## config.mk

```make
export PLATFORM = sky130hd
export DESIGN_NAME = game_controller_flat
export DESIGN_NICKNAME = d
export VERILOG_FILES = /design/src/rtl/game_controller_if.sv /design/src/rtl/game_controller.sv /design/src/flat_wrapper.sv
export SDC_FILE = /design/constraint.sdc
export NUM_CORES = 1
export LEC_CHECK = 0
export BUFFER_PORTS_ARGS = -buffer_cell sky130_fd_sc_hd__buf_2
export CAP_MARGIN = 40
export CORE_MARGIN = 1.5
export CORE_UTILIZATION = 46
export CTS_CLUSTER_SIZE = 10
export DETAILED_ROUTE_END_ITERATION = 8
export PLACE_DENSITY = 0.68
export SLEW_MARGIN = 0
export SYNTH_ARGS = -nofsm -noshare
export SYNTH_HDL_FRONTEND = slang
export SYNTH_SLANG_ARGS = --single-unit
```

## constraint.sdc

```tcl
create_clock -name clk -period 2 [get_ports clk]
set_input_delay 0.4 -clock clk [delete_from_list [all_inputs] [get_ports clk]]
set_output_delay 0.4 -clock clk [all_outputs]
set_load 0.01 [all_outputs]
```

## src/rtl/game_controller_if.sv

```systemverilog
// Game controller signal bundle: player/timer inputs and display/timer outputs.
// The controller connects through the slave modport and the surrounding system
// through the master modport.
interface game_controller_if;
    logic       loggedIn;
    logic       startPulse;
    logic [3:0] userInput;
    logic       pulse2s;
    logic       timeout;
    logic       twoSecEnable;
    logic       timerReconfig;
    logic       timerEnable;
    logic [1:0] gameLevel;
    logic [3:0] randDigit;
    logic [3:0] playerDigit;
    logic [3:0] scoreTens;
    logic [3:0] scoreOnes;
    logic       GCLogout;

    modport master (
        output loggedIn, startPulse, userInput, pulse2s, timeout,
        input  twoSecEnable, timerReconfig, timerEnable, gameLevel,
               randDigit, playerDigit, scoreTens, scoreOnes, GCLogout
    );

    modport slave (
        input  loggedIn, startPulse, userInput, pulse2s, timeout,
        output twoSecEnable, timerReconfig, timerEnable, gameLevel,
               randDigit, playerDigit, scoreTens, scoreOnes, GCLogout
    );
endinterface

```

## src/rtl/game_controller.sv

```systemverilog
// Memory-digit game controller: shows a pseudo-random digit for two seconds,
// then the player must enter it before the countdown expires. Score is BCD
// (saturates at 99), level saturates at 3. All outputs are registered and are
// computed from the next state, so they line up with the state they belong to.
// Optional feature: define GC_LIVES_EN to give the player 3 lives per game.
module game_controller (
    input  logic             clk,
    input  logic             rst,
    game_controller_if.slave gc
);
    localparam logic [2:0] IDLE  = 3'd0;
    localparam logic [2:0] LOAD  = 3'd1;
    localparam logic [2:0] SHOW  = 3'd2;
    localparam logic [2:0] GUESS = 3'd3;
    localparam logic [2:0] CHECK = 3'd4;
    localparam logic [2:0] OVER  = 3'd5;
    localparam logic [3:0] BLANK = 4'hF;

    logic [2:0] state, next_state;
    logic [3:0] lfsr;
    logic [3:0] digit;
    logic [3:0] guess;
    logic       match;
`ifdef GC_LIVES_EN
    logic [1:0] lives;
`endif

    // Fold the 1..15 LFSR value into 0..9.
    function automatic logic [3:0] to_digit(input logic [3:0] v);
        return (v >= 4'd10) ? v - 4'd10 : v;
    endfunction

    // Out-of-range guesses (10..15) can never equal a folded digit.
    assign match = (guess == digit);

    // Next-state selection; a dropped session beats every other transition.
    always_comb begin
        next_state = state;
        if (!gc.loggedIn) begin
            next_state = IDLE;
        end else begin
            case (state)
                IDLE:    if (gc.startPulse) next_state = LOAD;
                LOAD:    next_state = SHOW;
                SHOW:    if (gc.pulse2s) next_state = GUESS;
                GUESS: begin
                    // Timeout wins over a simultaneous submit.
                    if (gc.timeout)         next_state = OVER;
                    else if (gc.startPulse) next_state = CHECK;
                end
                CHECK: begin
                    if (match) next_state = LOAD;
`ifdef GC_LIVES_EN
                    else if (lives != 2'd1) next_state = LOAD;
`endif
                    else next_state = OVER;
                end
                OVER:    if (gc.startPulse) next_state = IDLE;
                default: next_state = IDLE;
            endcase
        end
    end

    // State, digit source, game bookkeeping and registered outputs.
    always_ff @(posedge clk) begin
        if (rst) begin
            state            <= IDLE;
            lfsr             <= 4'b0001;
            digit            <= 4'd0;
            guess            <= 4'd0;
            gc.gameLevel     <= 2'd0;
            gc.scoreTens     <= 4'd0;
            gc.scoreOnes     <= 4'd0;
            gc.randDigit     <= BLANK;
            gc.playerDigit   <= BLANK;
            gc.twoSecEnable  <= 1'b0;
            gc.timerReconfig <= 1'b0;
            gc.timerEnable   <= 1'b0;
            gc.GCLogout      <= 1'b0;
`ifdef GC_LIVES_EN
            lives            <= 2'd0;
`endif
        end else begin
            state <= next_state;
            // x^4+x^3+1, maximal length, never reaches zero from a non-zero seed.
            lfsr  <= {lfsr[2:0], lfsr[3] ^ lfsr[2]};

            // The round's digit is the LFSR value in the cycle the load is triggered.
            if (next_state == LOAD)
                digit <= to_digit(lfsr);

            if (state == GUESS && next_state == CHECK)
                guess <= gc.userInput;

            // New game: clear score and level.
            if (state == IDLE && next_state == LOAD) begin
                gc.gameLevel <= 2'd0;
                gc.scoreTens <= 4'd0;
                gc.scoreOnes <= 4'd0;
`ifdef GC_LIVES_EN
                lives        <= 2'd3;
`endif
            end

            if (state == CHECK && next_state == LOAD) begin
                if (match) begin
                    if (gc.gameLevel != 2'd3)
                        gc.gameLevel <= gc.gameLevel + 2'd1;
                    if (!(gc.scoreTens == 4'd9 && gc.scoreOnes == 4'd9)) begin
                        if (gc.scoreOnes == 4'd9) begin
                            gc.scoreOnes <= 4'd0;
                            gc.scoreTens <= gc.scoreTens + 4'd1;
                        end else begin
                            gc.scoreOnes <= gc.scoreOnes + 4'd1;
                        end
                    end
                end
`ifdef GC_LIVES_EN
                else begin
                    lives <= lives - 2'd1;
                end
`endif
            end

            gc.timerReconfig <= (next_state == LOAD);
            gc.twoSecEnable  <= (next_state == SHOW);
            gc.timerEnable   <= (next_state == GUESS);
            gc.randDigit     <= (next_state == SHOW) ? digit : BLANK;
            gc.playerDigit   <= (next_state == GUESS || next_state == CHECK) ? gc.userInput : BLANK;
            gc.GCLogout      <= gc.loggedIn && (state == OVER) && gc.startPulse;
        end
    end
endmodule

```

## src/flat_wrapper.sv

```systemverilog
// flat-port wrapper written by rule: the top's interface ports become plain ports
module game_controller_flat 
  (clk, rst, gc_loggedIn, gc_startPulse, gc_userInput, gc_pulse2s, gc_timeout, gc_twoSecEnable, gc_timerReconfig, gc_timerEnable, gc_gameLevel, gc_randDigit, gc_playerDigit, gc_scoreTens, gc_scoreOnes, gc_GCLogout);
  game_controller_if gc_i ();
  input  logic clk;
  input  logic rst;
  input wire logic [$bits(gc_i.loggedIn)-1:0] gc_loggedIn;
  input wire logic [$bits(gc_i.startPulse)-1:0] gc_startPulse;
  input wire logic [$bits(gc_i.userInput)-1:0] gc_userInput;
  input wire logic [$bits(gc_i.pulse2s)-1:0] gc_pulse2s;
  input wire logic [$bits(gc_i.timeout)-1:0] gc_timeout;
  output wire logic [$bits(gc_i.twoSecEnable)-1:0] gc_twoSecEnable;
  output wire logic [$bits(gc_i.timerReconfig)-1:0] gc_timerReconfig;
  output wire logic [$bits(gc_i.timerEnable)-1:0] gc_timerEnable;
  output wire logic [$bits(gc_i.gameLevel)-1:0] gc_gameLevel;
  output wire logic [$bits(gc_i.randDigit)-1:0] gc_randDigit;
  output wire logic [$bits(gc_i.playerDigit)-1:0] gc_playerDigit;
  output wire logic [$bits(gc_i.scoreTens)-1:0] gc_scoreTens;
  output wire logic [$bits(gc_i.scoreOnes)-1:0] gc_scoreOnes;
  output wire logic [$bits(gc_i.GCLogout)-1:0] gc_GCLogout;
  assign gc_i.loggedIn = gc_loggedIn;
  assign gc_i.startPulse = gc_startPulse;
  assign gc_i.userInput = gc_userInput;
  assign gc_i.pulse2s = gc_pulse2s;
  assign gc_i.timeout = gc_timeout;
  assign gc_twoSecEnable = gc_i.twoSecEnable;
  assign gc_timerReconfig = gc_i.timerReconfig;
  assign gc_timerEnable = gc_i.timerEnable;
  assign gc_gameLevel = gc_i.gameLevel;
  assign gc_randDigit = gc_i.randDigit;
  assign gc_playerDigit = gc_i.playerDigit;
  assign gc_scoreTens = gc_i.scoreTens;
  assign gc_scoreOnes = gc_i.scoreOnes;
  assign gc_GCLogout = gc_i.GCLogout;
  game_controller u_core (.clk(clk), .rst(rst), .gc(gc_i));
endmodule
```

Word level (Yosys, flattened, before mapping):

Index checks and enable logic that the tools add are counted.

* word-level logic and storage cells: 67
* input port bits: 10
* memories kept: 0
* bits in latches: 0
* output and inout port bits: 22
* register bits: 37
* bits in read-only memories: 0
* RAM bits: 0

* equal/unequal tests: 13
* reduce and logical (&&, ||, !) cells: 10
* shift-type cells: 0
* multiply operators: 0
* div/mod/pow operators: 0
* muxes and demuxes: 23
* $add $sub $neg: 4
* bitwise gates (word level): 3
* order comparisons: 1

Operators by type and width (count)
* two-way mux 4 bit: 11
* two-way mux 3 bit: 7
* case mux 3 bit (6 select lines): 1
* equality test 3 x 2 -> 1 bit (second input constant): 4
* equality test 3 bit (second input constant): 3
* adder 4 x 1 -> 4 bit (second input constant): 2
* equality test 4 bit (second input constant): 2
* two-way mux 2 bit: 4
* equality test 3 x 1 -> 1 bit (second input constant): 2
* logical AND 1 bit: 6
* equality test 4 bit: 1
* >= comparator 4 bit (second input constant): 1
* OR reduction 2 bit: 2
* subtractor 4 bit (second input constant): 1
* logical NOT 3 bit: 1
* adder 2 x 1 -> 2 bit (second input constant): 1
* != test 2 bit (second input constant): 1
* inverter 1 bit: 2
* logical OR 1 bit: 1
* XOR 1 bit: 1

Logic depth before layout (Yosys ltp):

Gate-level depths: netlist of the first run.

* word-level depth: 11
* gate-level depth with buffers: 7
* depth with buffers taken out: 7

Least setup slack after synthesis of the first run:

OpenSTA, ideal clock, no wires.

* path type: register -> register
* start: register u_core.state[0]
* end: register u_core.gc.scoreOnes[2] (netlist name)
* path slack: 0.280 ns
* cell stages (with the launch flop): 8
* setup time: 0.117 ns
* data arrival time: 1.604 ns
* buffers on the path: 2
* period minus slack after synthesis: 1.720 ns
* required time: 1.883 ns
* cells stage by stage: dfxtp_1 buf_4 and2_1 a221oi_4 and3_1 buf_4 a31oi_1 a22o_1

* longest elaborated chain between the ends: 10
* elaborated cells between the ends (all ways): 20
* classes of those cells: eq/ne: 6; mux: 11; reduce/logical: 3

RTL lines
* start, declared: RTL line game_controller.sv:19 `logic [2:0] state, next_state;`
* start signal, assigned: RTL line game_controller.sv:84 `state <= next_state;`
* two-way mux 3 bit: RTL line game_controller.sv:49 `else if (gc.startPulse) next_state = CHECK;`
* two-way mux 3 bit: RTL line game_controller.sv:48 `if (gc.timeout) next_state = OVER;`
* case mux 3 bit (6 select lines): RTL line game_controller.sv:42 `case (state)`
* two-way mux 3 bit: RTL line game_controller.sv:39 `if (!gc.loggedIn) begin`
* equality test 3 x 1 -> 1 bit: RTL line game_controller.sv:96, game_controller.sv:105
* logical AND 1 bit: RTL line game_controller.sv:96 `if (state == IDLE && next_state == LOAD) begin`
* two-way mux 4 bit: RTL line game_controller.sv:96
* two-way mux 4 bit: RTL line game_controller.sv:109 `if (!(gc.scoreTens == 4'd9 && gc.scoreOnes == 4'd9)) begin`
* two-way mux 4 bit: RTL line game_controller.sv:106 `if (match) begin`
* two-way mux 4 bit *: RTL line game_controller.sv:105 `if (state == CHECK && next_state == LOAD) begin`
* end signal, assigned: RTL line game_controller.sv:114 `gc.scoreOnes <= gc.scoreOnes + 4'd1;`
* end, declared: RTL line game_controller_if.sv:29 `randDigit, playerDigit, scoreTens, scoreOnes, GCLogout`

Mark *: on every way between the ends. The rest lies on a longest branch, timed or not.
A chain may end at the register's enable or synchronous reset.

Worst setup path after layout of the first run:

* start: register u_core.digit[3]
* end: register u_core.gc.scoreTens[3] (netlist name)

* longest elaborated chain between the ends: 11
* elaborated cells between the ends (all ways): 12
* classes of those cells: eq/ne: 2; mux: 8; reduce/logical: 2

RTL lines
* start, declared: RTL line game_controller.sv:21 `logic [3:0] digit;`
* start signal, assigned: RTL line game_controller.sv:90 `digit <= to_digit(lfsr);`
* equality test 4 bit *: RTL line game_controller.sv:34 `assign match = (guess == digit);`
* two-way mux 3 bit: RTL line game_controller.sv:52 `if (match) next_state = LOAD;`
* case mux 3 bit (6 select lines): RTL line game_controller.sv:42
* two-way mux 3 bit: RTL line game_controller.sv:39
* equality test 3 x 1 -> 1 bit: RTL line game_controller.sv:96, game_controller.sv:105
* logical AND 1 bit: RTL line game_controller.sv:96
* two-way mux 4 bit: RTL line game_controller.sv:96
* two-way mux 4 bit: RTL line game_controller.sv:110 `if (gc.scoreOnes == 4'd9) begin`
* two-way mux 4 bit: RTL line game_controller.sv:109
* two-way mux 4 bit: RTL line game_controller.sv:106
* two-way mux 4 bit *: RTL line game_controller.sv:105
* end signal, assigned: RTL line game_controller.sv:112 `gc.scoreTens <= gc.scoreTens + 4'd1;`
* end, declared: RTL line game_controller_if.sv:29

Marks and branches as above.

==> results.yml, run 1 <==
status:
  status: "complete, no violations"
synth:
  ys_ff_latch: 37
  synth_cells: 186
  synth_top_cell_area_share_pct: 43.7
  yosysMostFrequentCell: "dfxtp_1"
  synth_cell_types: 48
  synth_edf_count: 0
  syn_area_sq_um: 1700
  synth_seq_area_share_pct: 43.7
  ys_top_cells_by_area: "dfxtp_1 (44%), nand2b_1 (5.2%), ha_1 (4.4%)"
  synth.yosys.warnings: 0
  synthDominantAreaCellType: "dfxtp_1"
  synth-async-reset-ratio_pct: 0
  synth_top_cells_by_count: "dfxtp_1 (37), nand2_1 (14), nand2b_1 (14), a21oi_1 (11), nor3_1 (10)"
  synth.avg_cell_area_sq_um: 9.11
  syn_nets: 202
  synth_ff_type: "dfxtp_1"
placement:
  dpl.hpwl_um: 2760
  numPortBuffers: 31
  dpl_worst_slack_ps: 117
  gp_congestion: 0.782
  post_dp_cell_area_sq_um: 1920
critical_path:
  crit_chain: "xnor2_1 > nand4_1 > or4_1 > a211oi_1 > a21o_1"
  slowest_stage: "or4_1"
  cpPeakStageDelay_ps: 690
  crit_type: "reg -> reg"
  crit_family: "simple AND/OR/NAND/NOR gates"
  path_buf_inv: 0
  worstPathArrival_ps: 2120
  end_kind: "flop"
  required_ps: 2240
  critPathLaunchType: "flop"
  critPathMaxFanout: 8
route:
  ant_nets: 0
  drt-initial-drc-count: 60
  wirelength_um: 3630
  wl_per_cell_um: 13.4
  dr.pass1.iters: 4
  drt-vias-per-instance: 5.36
  post-route-drc-count: 0
  vias: 1447
sta:
  drv_slew: 0
  hold_viol_final: 0
  setup_slack_ps: 113
  min_period_over_period_pct: 94.3
  hold_ws_ps: 305
  skew_ps: 6.06
  setup_violations: 0
  slew_headroom_pct: 75.7
  fin_crit_ps: 1890
  tightest_slew_ps: 363
  final.setup.tns_ps: 0
  rsz0062_at_grt: "yes"
  fmaxAchievable_mhz: 530
die:
  die_h_um: 63.7
  fp.dieW_um: 63.7
  start_util_pct: 49.3
  ios: 32
  core-area_sq_um: 3440
  fp-row-count: 21
  die_area_sq_um: 4060
clocking:
  cts_root_buffer: "clkbuf_8"
  cts.path.max_buffers: 2
  cts_buffers: 5
  cts_sinks: 37
  h-tree-depth: 2
  cts_tree: "done"
  worstSkewPairLatency_ps: 290
  path_clk_slew_ps: 70
  postCtsHoldBufs: 0
global_route:
  grt_pass1_wl_um: 6070
  grt_pass1_vias: 1358
  gr-usage-met1_pct: 23.7
  antenna_found_initial: 0
  use_met2_pct: 31.1
  use_met3_pct: 5.18
  grt-busiest-layer: "met2"
  grt_max_degree: 15
  overflow: 0
  grt.total_usage_pct: 19.2
power:
  powerDensity_nw_per_um2: 761
  peakVddDrop_v: 0.000467
  p_leak_uw: 0.000830
cells_and_area:
  antenna_cells: 0
  drive_gt1_share_pct: 24.6
  area_delta_synth_final_pct: 20.7
  fin_nets: 239
  finish.instance_area_sq_um: 2050
  fillers: 330
worst_hold_path:
  hold_class: "in -> reg"
job:
  drv_cap: 0
-- placed cells by master (no fill, tap or decap), drive strengths merged, types with 2 or more instances in the layout --
| cell type | synthesis | final |
|---|---|---|
| nor2 | 8 | 8 |
| inv | 6 | 6 |
| o31ai | 3 | 3 |
| mux2i | 2 | 2 |
| o21ai | 10 | 10 |
| a21oi | 11 | 11 |
| clkbuf | 4 | 6 |
| nor3 | 10 | 10 |
| xnor2 | 5 | 5 |
| a22o | 2 | 2 |
| dfxtp | 37 | 37 |
| a21o | 5 | 5 |
| nand3 | 9 | 9 |
| nand2 | 14 | 14 |
| nand3b | 2 | 2 |
| buf | 5 | 39 |
| and2 | 2 | 2 |
| a211oi | 2 | 2 |
| or2 | 3 | 3 |
| a31oi | 3 | 3 |
| ha | 6 | 6 |
| or3 | 3 | 3 |
| nand2b | 14 | 14 |
-- worst paths after layout --
| kind | start | endpoint | slack [ps] | cells after the start |
|---|---|---|---|---|
| max | u_core.digit[3]$_SDFFE_PP0N_ | u_core.gc.scoreTens[3]$_SDFF_PP0_ | 110 | 5 |
| min | gc_userInput[0] | u_core.gc.playerDigit[0]$_SDFF_PP1_ | 300 | 2 |
| max reg2reg | u_core.digit[3]$_SDFFE_PP0N_ | u_core.gc.scoreTens[3]$_SDFF_PP0_ | 110 | 5 |
| min reg2reg | u_core.lfsr[0]$_SDFF_PP1_ | u_core.lfsr[1]$_SDFF_PP0_ | 480 | 1 |
-- sequential cells by signal, indices dropped and copies added (netlist names), 2 cells and up --
signal / flops
u_core.digit: 4
u_core.gc.scoreTens: 4
u_core.lfsr: 4
u_core.gc.playerDigit: 4
u_core.guess: 4
u_core.gc.gameLevel: 2
u_core.gc.scoreOnes: 4
u_core.gc.randDigit: 4
u_core.state: 3
-- per-layer routing --
layer / vias to the layer above / part of all wire [%]
met5: - / 0
met4: 0 / 2.6
met3: 11 / 5.0
met2: 40 / 45
met1: 657 / 47
li1: 739 / -
-- final cells by class --
class	instances	area, sq um	share of cell area (%)
inverters	6	22.5	1.10
multi-input cells	134	888	43.4
flip-flops and latches	37	743	36.3
well taps	46	57.6	2.81
repair buffers	39	215	10.5
clock inverters	2	37.5	1.83
clock buffers	6	82.6	4.03
-- timing repair --
| item | 4_1_cts | 5_1_grt |
|---|---|---|
| setup buffers | 0 | 0 |
| setup endpoints to repair | 0 | 4 |
| endpoints found under the hold margin | 0 | 0 |
| resized for setup | 0 | 3 |
-- cell families (layout without fill, tap and decap cells) --
family,count (synthesis),count (layout),synth area share [%]
flip-flops,37,37,43.7
buffers and inverters,15,53,4.21
AO/OA/AOI/OAI,48,48,20.6
adder cells (fa/ha/maj),6,6,4.43
XOR/XNOR,5,5,2.58
multiplexers,2,2,1.18
AND/OR/NAND/NOR,73,73,23.3
-- stage by stage --
stage / util (%) / total power, uW / std cells
6_report: 59.5 / 1560 / 270
4_1_cts: 59.3 / 1570 / 270
3_5_place_dp: 55.8 / 905 / 262
3_3_place_gp: 55.8 / 900 / 262
5_1_grt: 59.5 / 1620 / 270
2_1_floorplan: - / 861 / 186
-- worst register-to-register path: cells and delay by family, from the launching register on --
kind / cells / cell delay [ps]
flip-flops: 1 / 370
AO/OA/AOI/OAI: 2 / 350
AND/OR/NAND/NOR: 2 / 990
XOR/XNOR: 1 / 130
-- where the power goes --
group / switching, uW / total [uW] / internal [uW] / leakage, uW
sequential: 12.9 / 766 / 753 / 0.000301
clock: 264 / 669 / 405 / 0.0000574
combinational: 72.4 / 123 / 50.4 / 0.000471
(Power assumes the default switching activity.)
==> inputs of run 2 (changes only) <==
--- a/config.mk
+++ b/config.mk
@@ -8,10 +8,10 @@
 export BUFFER_PORTS_ARGS = -buffer_cell sky130_fd_sc_hd__buf_2
 export CAP_MARGIN = 40
 export CORE_MARGIN = 1.5
-export CORE_UTILIZATION = 46
+export CORE_UTILIZATION = 54
 export CTS_CLUSTER_SIZE = 10
 export DETAILED_ROUTE_END_ITERATION = 8
-export PLACE_DENSITY = 0.68
+export PLACE_DENSITY = 0.78
 export SLEW_MARGIN = 0
 export SYNTH_ARGS = -nofsm -noshare
 export SYNTH_HDL_FRONTEND = slang
==> run 2 against run 1 <==
Net effect: sequential power is essentially flat; flip-flop and latch count unchanged; via count grew 2.7%; register-to-register slack better by 30 ps; global-route usage increased by 3.8 points; setup slack better by 34 ps; first-iteration DRC count fell by 30%; final area down 1.7%; clock skew up 3.9 ps; core utilization rose by 7.0 points.
==> results.yml, run 2 (synthesized netlist as in run 1, its figures left out) <==
cells_and_area:
  antenna_cells: 0
  utilization_pct: 66.5
  fin_nets: 240
  mostFrequentLayoutCell: "dfxtp_1"
  drive_gt1_share_pct: 24.4
  fillers: 271
  area_delta_synth_final_pct: 18.7
  final_cell_mix: "dfxtp_1 (34), buf_2 (31), nand2b_1 (14), nand2_1 (14), a21oi_1 (11)"
sta:
  skew_ps: 9.92
  hold_viol_final: 0
  setup_violations: 0
  min_period_over_period_pct: 92.6
  drv_slew: 0
  rsz0062_at_grt: "no"
  tightest_slew_ps: 395
  fin_crit_ps: 1850
  slew_headroom_pct: 73.6
  final.setup.tns_ps: 0
  fmaxAchievable_mhz: 540
clocking:
  worstSkewPairLatency_ps: 350
  cts_root_buffer: "clkbuf_4"
  cts.path.max_buffers: 2
  cts_sinks: 37
  cts_buffers: 5
  path_clk_slew_ps: 110
  cts_tree: "done"
  postCtsSetupRepairBufs: 0
  h-tree-depth: 2
  postCtsHoldBufs: 0
job:
  drv_cap: 0
route:
  wirelength_um: 3570
  drt-vias-per-instance: 5.52
  dr.pass1.iters: 4
  wl_per_cell_um: 13.3
  post-route-drc-count: 0
  ant_nets: 0
  vias: 1486
  drt-initial-drc-count: 42
global_route:
  overflow: 0
  grt_pass1_wl_um: 5970
  grt_pass1_vias: 1317
  antenna_found_initial: 0
  grt_max_degree: 14
  grt.total_usage_pct: 23.0
status:
  status: "complete, no violations"
die:
  core-area_sq_um: 3030
  fp-row-count: 20
  fp.dieW_um: 59.0
  ios: 32
  start_util_pct: 56.0
  die_h_um: 59.0
  die_area_sq_um: 3480
critical_path:
  end_kind: "flop"
  critPathMaxFanout: 8
  crit_type: "reg -> reg"
  worstPathArrival_ps: 2150
  required_ps: 2300
  critPathLaunchType: "flop"
placement:
  numPortBuffers: 31
  gp_congestion: 0.814
  dpl.hpwl_um: 2650
power:
  p_leak_uw: 0.000819
  peakVddDrop_v: 0.000444
  powerDensity_nw_per_um2: 708
worst_hold_path:
  hold_class: "in -> reg"
==> run 2: cell count changes in the layout (fill, tap and decap cells not counted), sizes merged <==
cell      delta
clkbuf       +1
clkinvlp     -1
buf          +1
==> run 2: worst paths after layout <==
| check | start | endpoint | slack [ps] | cells past startpoint |
|---|---|---|---|---|
| setup reg to reg | u_core.guess[3]$_SDFFE_PP0P_ | u_core.gc.scoreTens[3]$_SDFF_PP0_ | 150 | 5 |
| setup / recovery | u_core.guess[3]$_SDFFE_PP0P_ | u_core.gc.scoreTens[3]$_SDFF_PP0_ | 150 | 5 |
| hold reg to reg | u_core.digit[0]$_SDFFE_PP0N_ | u_core.gc.randDigit[0]$_SDFF_PP1_ | 490 | 1 |
| hold / removal | gc_userInput[3] | u_core.gc.playerDigit[3]$_SDFF_PP1_ | 250 | 2 |
==> run 2: stage by stage <==
| step | hold slack, ps | instances | setup slack, ps | total power, uW | cell area, sq um |
|---|---|---|---|---|---|
| after floorplan | 438 | 186 | 280 | 861 | 1700 |
| after global placement | 462 | 261 | 205 | 897 | 1920 |
| after detailed placement | 477 | 261 | 140 | 903 | 1920 |
| after CTS | 241 | 269 | 93.6 | 1430 | 2010 |
| after global routing | 234 | 269 | 58.1 | 1500 | 2010 |
| final | 247 | 269 | 147 | 1430 | 2010 |
==> run 2: power breakdown <==
part / internal [uW] / switching [uW]
Sequential: 753 / 12.8
Combinational: 50.5 / 70.1
Clock: 298 / 241
Total: 1100 / 324
==> run 2: layout make-up <==
type	count	area [sq um]	area share (%)
multi-input combinational	134	883	43.9
sequential	37	744	37.0
timing repair buffer	40	223	11.1
clock buffer	7	55.1	2.73
tap	44	55.1	2.73
clock inverter	1	30.0	1.49
inverter	6	22.5	1.12
==> run 2: repair_timing <==
action | in CTS | in global routing
endpoints found under the setup margin | 0 | 4
gates resized for setup | 0 | 3
endpoints found under the hold margin | 0 | 0
==> run 2: worst max-delay path: stages, from the launching register on <==
cell      delay (ps)
dfxtp_1          380
xnor2_1          140
nand4_1          270
or4_1            650
a211oi_1         270
a21o_1           110
==> run 2: routing by layer <==
metal  vias up  GRT usage, %  part of all wire, %
met2        37          38.4                   49
met3         5          5.90                  4.3
met5         -             0                    0
met4         0          8.77                  1.6
li1        747             -                    -
met1       697          28.6                   45
==> inputs of run 3 (changes only) <==
--- a/config.mk
+++ b/config.mk
@@ -7,11 +7,13 @@
 export LEC_CHECK = 0
 export BUFFER_PORTS_ARGS = -buffer_cell sky130_fd_sc_hd__buf_2
 export CAP_MARGIN = 40
+export CELL_PAD_IN_SITES_DETAIL_PLACEMENT = 0
+export CELL_PAD_IN_SITES_GLOBAL_PLACEMENT = 2
 export CORE_MARGIN = 1.5
-export CORE_UTILIZATION = 54
+export CORE_UTILIZATION = 33
 export CTS_CLUSTER_SIZE = 10
 export DETAILED_ROUTE_END_ITERATION = 8
-export PLACE_DENSITY = 0.78
+export PLACE_DENSITY_LB_ADDON = 0.1
 export SLEW_MARGIN = 0
 export SYNTH_ARGS = -nofsm -noshare
 export SYNTH_HDL_FRONTEND = slang
==> run 3 against run 2 <==
Net effect: core utilization decreased by 23 points; power increased by 9.3%; routed wire length increased by 8.5%; final area increased by 4.2%; clock skew decreased by 6.3 ps; sequential share of layout area decreased by 1.6 points; critical endpoint is now u_core.gc.gameLevel[0]$_SDFF_PP0_; largest power group unchanged.
==> results.yml, run 3 (synthesized netlist as in run 1, its figures left out) <==
cells_and_area:
  mostFrequentLayoutCell: "dfxtp_1"
  regArea_sq_um: 743
  antenna_cells: 0
  drive_gt1_share_pct: 25.4
  final_cell_mix: "dfxtp_1 (35), buf_2 (31), nand2b_1 (14), nand2_1 (14), buf_4 (12)"
  fin_nets: 243
  area_delta_synth_final_pct: 23.8
  fillers: 497
  utilization_pct: 43.3
  multi_input_area_sq_um: 887
critical_path:
  crit_chain: "inv_1 > or3_1 > or2_1 > or3_1 > o31ai_1"
  required_ps: 2200
  critPathLaunchType: "flop"
  end_kind: "flop"
  cpPeakStageDelay_ps: 490
  slowest_stage: "dfxtp_1"
  critPathMaxFanout: 9
  worstPathArrival_ps: 2060
  crit_type: "reg -> reg"
  cp_common_cell: "or3_1"
route:
  met1_length_um: 1920
  wirelength_um: 3870
  drt-vias-per-instance: 4.98
  route.met3.wl_um: 229
  ant_nets: 0
  wl_met2_um: 1660
  topRoutingLayerUsed: "met4"
  wl_per_cell_um: 13.1
  vias: 1468
  post-route-drc-count: 0
  dr.pass1.iters: 4
  drt-initial-drc-count: 64
sta:
  fin_crit_ps: 1860
  tightest_slew_ps: 470
  fmaxAchievable_mhz: 539
  hold_ws_ps: 303
  setup_violations: 0
  skew_ps: 3.62
  rsz0062_at_grt: "no"
  min_period_over_period_pct: 92.8
  drv_slew: 0
  final.setup.tns_ps: 0
  hold_viol_final: 0
  slew_headroom_pct: 68.6
die:
  fp.dieW_um: 74.7
  die_h_um: 74.7
  core-area_sq_um: 4850
  fp-row-count: 25
  start_util_pct: 35.0
  ios: 32
  die_area_sq_um: 5580
clocking:
  cts_sinks: 37
  path_clk_slew_ps: 70
  cts_tree: "done"
  cts.path.max_buffers: 2
  worstSkewPairLatency_ps: 280
  postCtsHoldBufs: 0
  cts-resized-gates: 0
  postCtsSetupRepairBufs: 0
  cts_buffers: 5
  cts_root_buffer: "clkbuf_8"
  h-tree-depth: 2
job:
  drv_cap: 0
power:
  peakVddDrop_v: 0.000385
  powerDensity_nw_per_um2: 743
  p_leak_uw: 0.000848
global_route:
  grt_pass1_wl_um: 6120
  grt_max_degree: 23
  grt_pass1_vias: 1329
  overflow: 0
  grt.total_usage_pct: 14.7
  antenna_found_initial: 0
worst_hold_path:
  hold_class: "in -> reg"
placement:
  dpl.hpwl_um: 2920
  numPortBuffers: 31
  gp_congestion: 0.796
status:
  status: "complete, no violations"
-- run 3: changes by cell type in the layout (fill, tap and decap cells not counted), sizes merged --
cell and change:
buf +3
-- run 3: final cells by class --
| type | instances | share of cell area [%] |
|---|---|---|
| Multi-Input combinational cell | 134 | 42.3 |
| Clock buffer | 7 | 4.11 |
| Inverter | 6 | 1.07 |
| Timing Repair Buffer | 43 | 11.7 |
| Clock inverter | 1 | 1.43 |
| Sequential cell | 37 | 35.4 |
| Tap cell | 67 | 4.00 |
-- run 3: where the power goes --
group / switching (uW) / internal [uW]
logic: 73.5 / 54.9
clock network: 258 / 406
registers: 13.6 / 753
total: 345 / 1210
-- run 3: metal layers --
layer	track usage [%]	up-vias
li1	-	748
met1	20.1	673
met3	3.75	6
met5	0	-
met2	21.7	41
met4	6.67	0
-- run 3: stage by stage --
stage | power [uW] | cells | area (sq um) | worst slack [ps]
finish | 1560 | 295 | 2100 | 145
global route | 1630 | 295 | 2100 | 50.2
CTS | 1580 | 295 | 2090 | 128
detailed placement | 911 | 287 | 1980 | 93.7
global placement | 910 | 287 | 1980 | 56.2
floorplan | 861 | 186 | 1700 | 280
-- run 3: final timing paths --
check                                                           end                        from  slack [ps]  cells after the start
worst min register to register         u_core.digit[0]$_SDFFE_PP0N_   u_core.lfsr[0]$_SDFF_PP1_         470                      2
worst max-delay path              u_core.gc.gameLevel[0]$_SDFF_PP0_  u_core.state[2]$_SDFF_PP0_         140                      5
worst max register to register    u_core.gc.gameLevel[0]$_SDFF_PP0_  u_core.state[2]$_SDFF_PP0_         140                      5
worst min-delay path            u_core.gc.playerDigit[1]$_SDFF_PP1_             gc_userInput[1]         300                      2
-- run 3: worst max-delay path: cells and delay by family (launching register included) --
family                 cells  cell delay [ps]
DFF                        1              490
buffers and inverters      1               90
AOI/OAI and AO/OA          1              200
and+or+nand+nor            3             1000
